[src/rtl/reg_file_pkg.sv]
// ---------------------------------------------------------------------------
// reg_file_pkg
// Shared constants for the multi-port register file and the hazard unit.
//   INIT_INDEX / INIT_ZERO : reset-content modes (register i resets to i / 0)
//   DEF_DATA_W / DEF_ADDR_W / DEF_NUM_REGS : default geometry shared by the
//   register file and the hazard unit so both agree on register numbering.
// ---------------------------------------------------------------------------
package reg_file_pkg;

    localparam int INIT_ZERO    = 0;
    localparam int INIT_INDEX   = 1;

    localparam int DEF_DATA_W   = 32;
    localparam int DEF_ADDR_W   = 4;
    localparam int DEF_NUM_REGS = 15;

endpackage : reg_file_pkg

[src/rtl/reg_file_mp_pend_cnt.sv]
// ---------------------------------------------------------------------------
// reg_pend_cnt
// Saturating pending-write counter for one register.
//   clk, rst      : clock, synchronous active-high reset (clears the count)
//   inc           : a reservation targets this register this cycle
//   dec[1:0]      : number of writes (0..2) landing on this register now
//   busy_now      : stored count is non-zero
//   busy_after_wr : count after this cycle's writes (floored at 0) is non-zero
//   sat_hit       : a reservation arrived while the post-write count is at max
// ---------------------------------------------------------------------------
module reg_pend_cnt
    import reg_file_pkg::*;
#(
    parameter int PEND_W = 2
) (
    input  logic       clk,
    input  logic       rst,
    input  logic       inc,
    input  logic [1:0] dec,
    output logic       busy_now,
    output logic       busy_after_wr,
    output logic       sat_hit
);

    localparam logic [PEND_W-1:0] CNT_MAX = '1;

    logic [PEND_W-1:0] cnt_q;
    logic [PEND_W-1:0] cnt_d;
    logic [PEND_W-1:0] after_dec;
    logic [PEND_W+1:0] cnt_ext;
    logic [PEND_W+1:0] dec_ext;

    always_comb begin
        cnt_ext = {2'b00, cnt_q};
        dec_ext = {{PEND_W{1'b0}}, dec};
        // Writes with no matching reservation (e.g. debug pokes) must not
        // wrap the count below zero.
        if (cnt_ext > dec_ext) begin
            after_dec = PEND_W'(cnt_ext - dec_ext);
        end else begin
            after_dec = '0;
        end
        sat_hit = inc && (after_dec == CNT_MAX);
        if (sat_hit) begin
            cnt_d = CNT_MAX;
        end else begin
            cnt_d = after_dec + PEND_W'(inc);
        end
        busy_now      = (cnt_q != '0);
        busy_after_wr = (after_dec != '0);
    end

    always_ff @(posedge clk) begin
        if (rst) begin
            cnt_q <= '0;
        end else begin
            cnt_q <= cnt_d;
        end
    end

endmodule : reg_pend_cnt

[src/rtl/reg_file_mp.sv]
// ---------------------------------------------------------------------------
// reg_file_mp
// Multi-port register file with two write ports, optional same-cycle
// write-to-read bypass and per-register pending-write counters.
//   clk, rst           : clock, synchronous active-high reset
//   rd_addr / rd_data  : NUM_RD packed read ports, combinational read
//   rd_busy            : per read port, addressed register has an outstanding write
//   wr0_* / wr1_*      : write ports; wr1 wins when both hit the same register
//   rsv_en / rsv_addr  : reservation of a destination register at issue
//   ovf_err            : sticky, a reservation hit a saturated counter
// Addresses >= NUM_REGS are inert: writes/reservations ignored, reads give 0.
// ---------------------------------------------------------------------------
module reg_file_mp
    import reg_file_pkg::*;
#(
    parameter int DATA_W    = DEF_DATA_W,
    parameter int ADDR_W    = DEF_ADDR_W,
    parameter int NUM_REGS  = DEF_NUM_REGS,
    parameter int NUM_RD    = 3,
    parameter int BYPASS    = 1,
    parameter int INIT_MODE = INIT_INDEX,
    parameter int PEND_W    = 2
) (
    input  logic                       clk,
    input  logic                       rst,
    input  logic [NUM_RD*ADDR_W-1:0]   rd_addr,
    output logic [NUM_RD*DATA_W-1:0]   rd_data,
    output logic [NUM_RD-1:0]          rd_busy,
    input  logic                       wr0_en,
    input  logic [ADDR_W-1:0]          wr0_addr,
    input  logic [DATA_W-1:0]          wr0_data,
    input  logic                       wr1_en,
    input  logic [ADDR_W-1:0]          wr1_addr,
    input  logic [DATA_W-1:0]          wr1_data,
    input  logic                       rsv_en,
    input  logic [ADDR_W-1:0]          rsv_addr,
    output logic                       ovf_err
);

    // One extra bit so NUM_REGS == 2**ADDR_W still compares correctly.
    localparam logic [ADDR_W:0] NUM_REGS_L = (ADDR_W+1)'(NUM_REGS);

    logic [DATA_W-1:0] regs_q [NUM_REGS];
    logic [DATA_W-1:0] regs_d [NUM_REGS];
    logic              ovf_err_q;
    logic              ovf_err_d;

    logic              wr0_ok;
    logic              wr1_ok;
    logic              rsv_ok;

    logic [NUM_REGS-1:0] busy_now;
    logic [NUM_REGS-1:0] busy_after_wr;
    logic [NUM_REGS-1:0] sat_hit;

    function automatic logic [DATA_W-1:0] init_val(input int idx);
        if (INIT_MODE == INIT_INDEX) begin
            return DATA_W'(idx);
        end
        return '0;
    endfunction

    function automatic logic in_range(input logic [ADDR_W-1:0] a);
        return ({1'b0, a} < NUM_REGS_L);
    endfunction

    assign wr0_ok = wr0_en && in_range(wr0_addr);
    assign wr1_ok = wr1_en && in_range(wr1_addr);
    assign rsv_ok = rsv_en && in_range(rsv_addr);

    // -----------------------------------------------------------------------
    // Register array: wr1 applied after wr0 so it wins on an address clash.
    // -----------------------------------------------------------------------
    always_comb begin
        for (int i = 0; i < NUM_REGS; i++) begin
            regs_d[i] = regs_q[i];
        end
        if (wr0_ok) begin
            regs_d[wr0_addr] = wr0_data;
        end
        if (wr1_ok) begin
            regs_d[wr1_addr] = wr1_data;
        end
    end

    always_ff @(posedge clk) begin
        if (rst) begin
            for (int i = 0; i < NUM_REGS; i++) begin
                regs_q[i] <= init_val(i);
            end
        end else begin
            for (int i = 0; i < NUM_REGS; i++) begin
                regs_q[i] <= regs_d[i];
            end
        end
    end

    // -----------------------------------------------------------------------
    // Pending-write counters, one per implemented register.
    // -----------------------------------------------------------------------
    for (genvar r = 0; r < NUM_REGS; r++) begin : g_pend
        logic       hit0;
        logic       hit1;
        logic       hit_rsv;
        logic [1:0] dec;

        assign hit0    = wr0_ok && (wr0_addr == ADDR_W'(r));
        assign hit1    = wr1_ok && (wr1_addr == ADDR_W'(r));
        assign hit_rsv = rsv_ok && (rsv_addr == ADDR_W'(r));
        assign dec     = {1'b0, hit0} + {1'b0, hit1};

        reg_pend_cnt #(
            .PEND_W (PEND_W)
        ) u_cnt (
            .clk           (clk),
            .rst           (rst),
            .inc           (hit_rsv),
            .dec           (dec),
            .busy_now      (busy_now[r]),
            .busy_after_wr (busy_after_wr[r]),
            .sat_hit       (sat_hit[r])
        );
    end

    assign ovf_err_d = ovf_err_q || (|sat_hit);

    always_ff @(posedge clk) begin
        if (rst) begin
            ovf_err_q <= 1'b0;
        end else begin
            ovf_err_q <= ovf_err_d;
        end
    end

    assign ovf_err = ovf_err_q;

    // -----------------------------------------------------------------------
    // Read ports: stored value, optionally overridden by a write landing this
    // cycle (wr1 checked first). Busy follows the same bypass choice so a
    // consumer never sees "not busy" paired with stale data.
    // -----------------------------------------------------------------------
    always_comb begin
        rd_data = '0;
        rd_busy = '0;
        for (int k = 0; k < NUM_RD; k++) begin
            logic [ADDR_W-1:0] a;
            a = rd_addr[k*ADDR_W +: ADDR_W];
            if (in_range(a)) begin
                rd_data[k*DATA_W +: DATA_W] = regs_q[a];
                if (BYPASS != 0) begin
                    if (wr1_ok && (wr1_addr == a)) begin
                        rd_data[k*DATA_W +: DATA_W] = wr1_data;
                    end else if (wr0_ok && (wr0_addr == a)) begin
                        rd_data[k*DATA_W +: DATA_W] = wr0_data;
                    end
                    rd_busy[k] = busy_after_wr[a];
                end else begin
                    rd_busy[k] = busy_now[a];
                end
            end
        end
    end

endmodule : reg_file_mp

[config.mk]
export PLATFORM = sky130hd
export DESIGN_NAME = reg_file_mp
export DESIGN_NICKNAME = d
export VERILOG_FILES = /design/src/rtl/reg_file_pkg.sv /design/src/rtl/reg_file_mp_pend_cnt.sv /design/src/rtl/reg_file_mp.sv
export SDC_FILE = /design/constraint.sdc
export NUM_CORES = 2
export LEC_CHECK = 0
export BUFFER_PORTS_ARGS = -buffer_cell sky130_fd_sc_hd__buf_2
export CAP_MARGIN = 5
export CORE_MARGIN = 10
export CORE_UTILIZATION = 35
export CTS_CLUSTER_DIAMETER = 60
export CTS_CLUSTER_SIZE = 25
export DETAILED_ROUTE_END_ITERATION = 8
export PLACE_DENSITY = 0.6
export SLEW_MARGIN = 10
export SYNTH_ARGS = -nofsm -noshare
export SYNTH_HDL_FRONTEND = slang
export SYNTH_HIERARCHICAL = 1
export SYNTH_SLANG_ARGS = --single-unit
[constraint.sdc]
create_clock -name clk -period 6.89 [get_ports clk]
set_clock_uncertainty 0.2 [all_clocks]
set_input_delay 1.7225 -clock clk [delete_from_list [all_inputs] [get_ports clk]]
set_output_delay 1.7225 -clock clk [all_outputs]
set_load 0.01 [all_outputs]
==> results.rst <==
.. list-table::
   :header-rows: 1

   * - Metric
     - Value
   * - Crit path max fanout
     - 5
   * - Global-route wire length before repair
     - a little under 300 mm
   * - Time the worst path needs with I/O delays and setup
     - slightly below 7 ns
   * - Violated checks
     - capacitance limit, slew limit
   * - Setup TNS
     - 0 ns
   * - Io pins
     - slightly below 200
   * - Max Transition Viols Final
     - 5
   * - Sequential share of power
     - between 30 and 40%
   * - Critical path capture point type
     - primary output
   * - Sink Count
     - a little over 500
   * - DRC violation total after the first TritonRoute iteration
     - 7276
   * - Worst endpoint data arrival time
     - 4.93 ns
   * - Final period utilization
     - 99.5%
   * - Overall power after layout
     - 8.13 mW
   * - Maximum level of the CTS H-tree
     - 2
   * - Netlist Area Pre-Place
     - 0.0391 mm^2
   * - Worst slew margin relative to its limit
     - -0.748%
   * - Ys Warns
     - 6
   * - Hold WS
     - 0.317 ns
   * - Net total in the final layout
     - 4872
   * - Required time worst endpoint
     - 4.97 ns
   * - HPWL after DPL
     - 119 mm
   * - Power density over the cells
     - about 180 mW/mm^2
   * - Final hold violation count
     - 0
   * - Transition time at the pin with the least slew margin
     - 1.50 ns
   * - Worst skew pair latency
     - 0.67 ns
   * - DRT Pass-1 Iters
     - 8
   * - Number of standard cells in the layout, taps in and fillers out
     - 6251
   * - Total placed cells including tap cells
     - between 6000 and 7000
   * - Largest net degree at the start of global routing
     - 116
   * - Clock edge transition at the registers on the reported setup and hold paths
     - 0.08 ns
   * - Internal Pwr Total
     - 5.34 mW
   * - Full die area
     - between 0.1 and 0.15 mm^2
   * - Power dissipated by switching net loads
     - 2.79 mW
   * - Result of the run
     - complete, but fails checks
   * - Number of design rule violations left after detail routing
     - 0
   * - Leakage
     - roughly 15 nW
   * - Type of the setup path with the least slack
     - input pin to primary output
   * - Utilization after layout
     - 39.7%
   * - Area grow syn2layout
     - 12.7%
   * - TritonCTS Buffers
     - 53
   * - Max cap viols
     - 1
   * - Fill cell instance count of the final layout
     - about 11000
   * - IR drop worst, VDD
     - between 150 and 200 uV
   * - Count of buffers from port buffering
     - 192
   * - Number of nets still failing antenna checks after routing
     - 0
   * - Detailed-route vias per instance
     - 6.84
   * - Number of global-route vias before repair
     - 39700
   * - Total gr overflow
     - 0
   * - Root buffer cell
     - clkbuf_16
   * - Routability cong.
     - 0.936
   * - Clock Tree Buf Depth
     - 3
   * - Die height
     - 354 um
   * - Routed Wire Length
     - 203 mm
   * - Vias
     - ~43000
   * - Element type at the critical path start
     - input pin
   * - Die boundary width
     - around 350 um
   * - Standard cell core area
     - 0.111 mm^2
   * - Initial cell density of the core
     - 35.3%
   * - Post-synthesis instance total
     - 4805
   * - Mean instance size in the synthesized netlist
     - around 8.1 um^2
   * - Number of rows created at floorplan
     - 122
   * - Switching Fraction
     - 34.3%
   * - Share of total power in the clock network
     - between 40 and 50%
   * - Comb power frac
     - slightly above 20%
   * - Antenna violations before repair
     - 29
   * - F_max
     - around 0.15 GHz
   * - Unrepaired setup endpoints after global routing
     - true
   * - Net Count, Synth
     - 4973
   * - Finish-stage setup viols
     - 0
   * - Clock tree from TritonCTS
     - yes
   * - Routed wire length per instance
     - 32.5 um
   * - All-layer global routing usage
     - a little under a third
   * - Number of hold buffers added after cts
     - 0
   * - Type of the worst min-delay path
     - register to register
   * - Ratio of cells with drive above 1 in the final layout
     - roughly 22%
[final cells by class]
cell class / count / area (um^2) / area share (%)
multi-input cells: 3616 / 26500 / 60.1
flip-flops and latches: 511 / 10200 / 23.2
repair buffers: 453 / 3230 / 7.33
well taps: 1488 / 1860 / 4.23
clock buffers: 56 / 1360 / 3.08
clock inverters: 43 / 564 / 1.28
inverters: 69 / 267 / 0.605
diodes: 15 / 37.5 / 0.0853
[power groups by stage]
stage | logic (mW) | registers (mW) | clock network, mW
6_report | 1.65 | 3.14 | 3.34
5_1_grt | 1.70 | 3.15 | 3.44
4_1_cts | 1.58 | 3.13 | 3.33
3_3_place_gp | 1.55 | 3.20 | 0
3_5_place_dp | 1.56 | 3.20 | 0
2_1_floorplan | 0.925 | 3.17 | 0
[critical path, stage by stage]
cell,delay [ns]
buf_6,0.09
or3b_4,0.48
or3_4,0.38
inv_4,0.07
ha_4,0.19
ha_4,0.15
inv_2,0.05
fa_1,0.42
nand2b_1,0.10
a21boi_2,0.07
mux4_2,0.46
mux4_2,0.56
buf_6,0.16
[path summary, 6_finish.rpt]
path / start / to / slack, ns / cells after the start
worst max-delay path: wr0_addr[0] / rd_busy[1] / 0.04 / 13
worst min-delay path: regs_q[2][30]$_SDFF_PP0_ / regs_q[2][30]$_SDFF_PP0_ / 0.32 / 2
worst max register to register: g_pend[2].u_cnt/cnt_q[0]$_SDFF_PP0_ / ovf_err$_SDFF_PP0_ / 4.43 / 10
worst min register to register: regs_q[2][30]$_SDFF_PP0_ / regs_q[2][30]$_SDFF_PP0_ / 0.32 / 2
[stage by stage]
stage / area, um^2 / worst slack (ns)
floorplan: 39100 / 0.000296
global placement: 41800 / -0.300
detailed placement: 41800 / -0.304
CTS: 43900 / 0.00974
global route: 44000 / -0.0221
finish: 44000 / 0.0369
[flip-flops by register name, indices dropped and copies added, names as in the netlist]
register / flops
ovf_err: 1
g_pend.u_cnt/cnt_q: 30
regs_q: 480
[layer usage]
layer | vias up | track usage, % | routed length (um)
li1 | 17500 | - | -
met1 | 20400 | 38.2 | 72100
met2 | 3846 | 43.2 | 81300
met3 | 973 | 12.8 | 33600
met4 | 34 | 20.0 | 15800
met5 | - | 0 | 279
[placed cells by master, fill, tap and decap left out, types with 13 or more instances in the layout]
cell       instances
a2111oi_2         15
a21oi_1          103
a22o_1            24
a22oi_1           89
a311oi_1         434
a31oi_1           22
and3_1            58
and4b_1           15
buf_12            16
buf_2            181
buf_4            239
clkbuf_16         53
dfxtp_1          511
diode_2           15
fa_1              15
ha_1              54
inv_1             60
mux2_2            82
mux2i_1          208
mux4_2           242
nand2_1          821
nand2_4           13
nand2b_1          50
nand3_1           27
nand3_2           15
nand4_1           13
nor2_1           571
nor2b_1           23
nor4b_2           15
o211ai_1          22
o21ai_0          420
o22ai_1           42
o31ai_1           15
o32ai_1           22
or2_2             32
xnor2_1           20
[what timing repair did]
action	in CTS	in global routing
pin swaps	13	10
endpoints found under the setup margin	3	3
gates resized for setup	32	18
cloned	0	0
buffers inserted	5	2
Power figures use the tool's default switching activity.
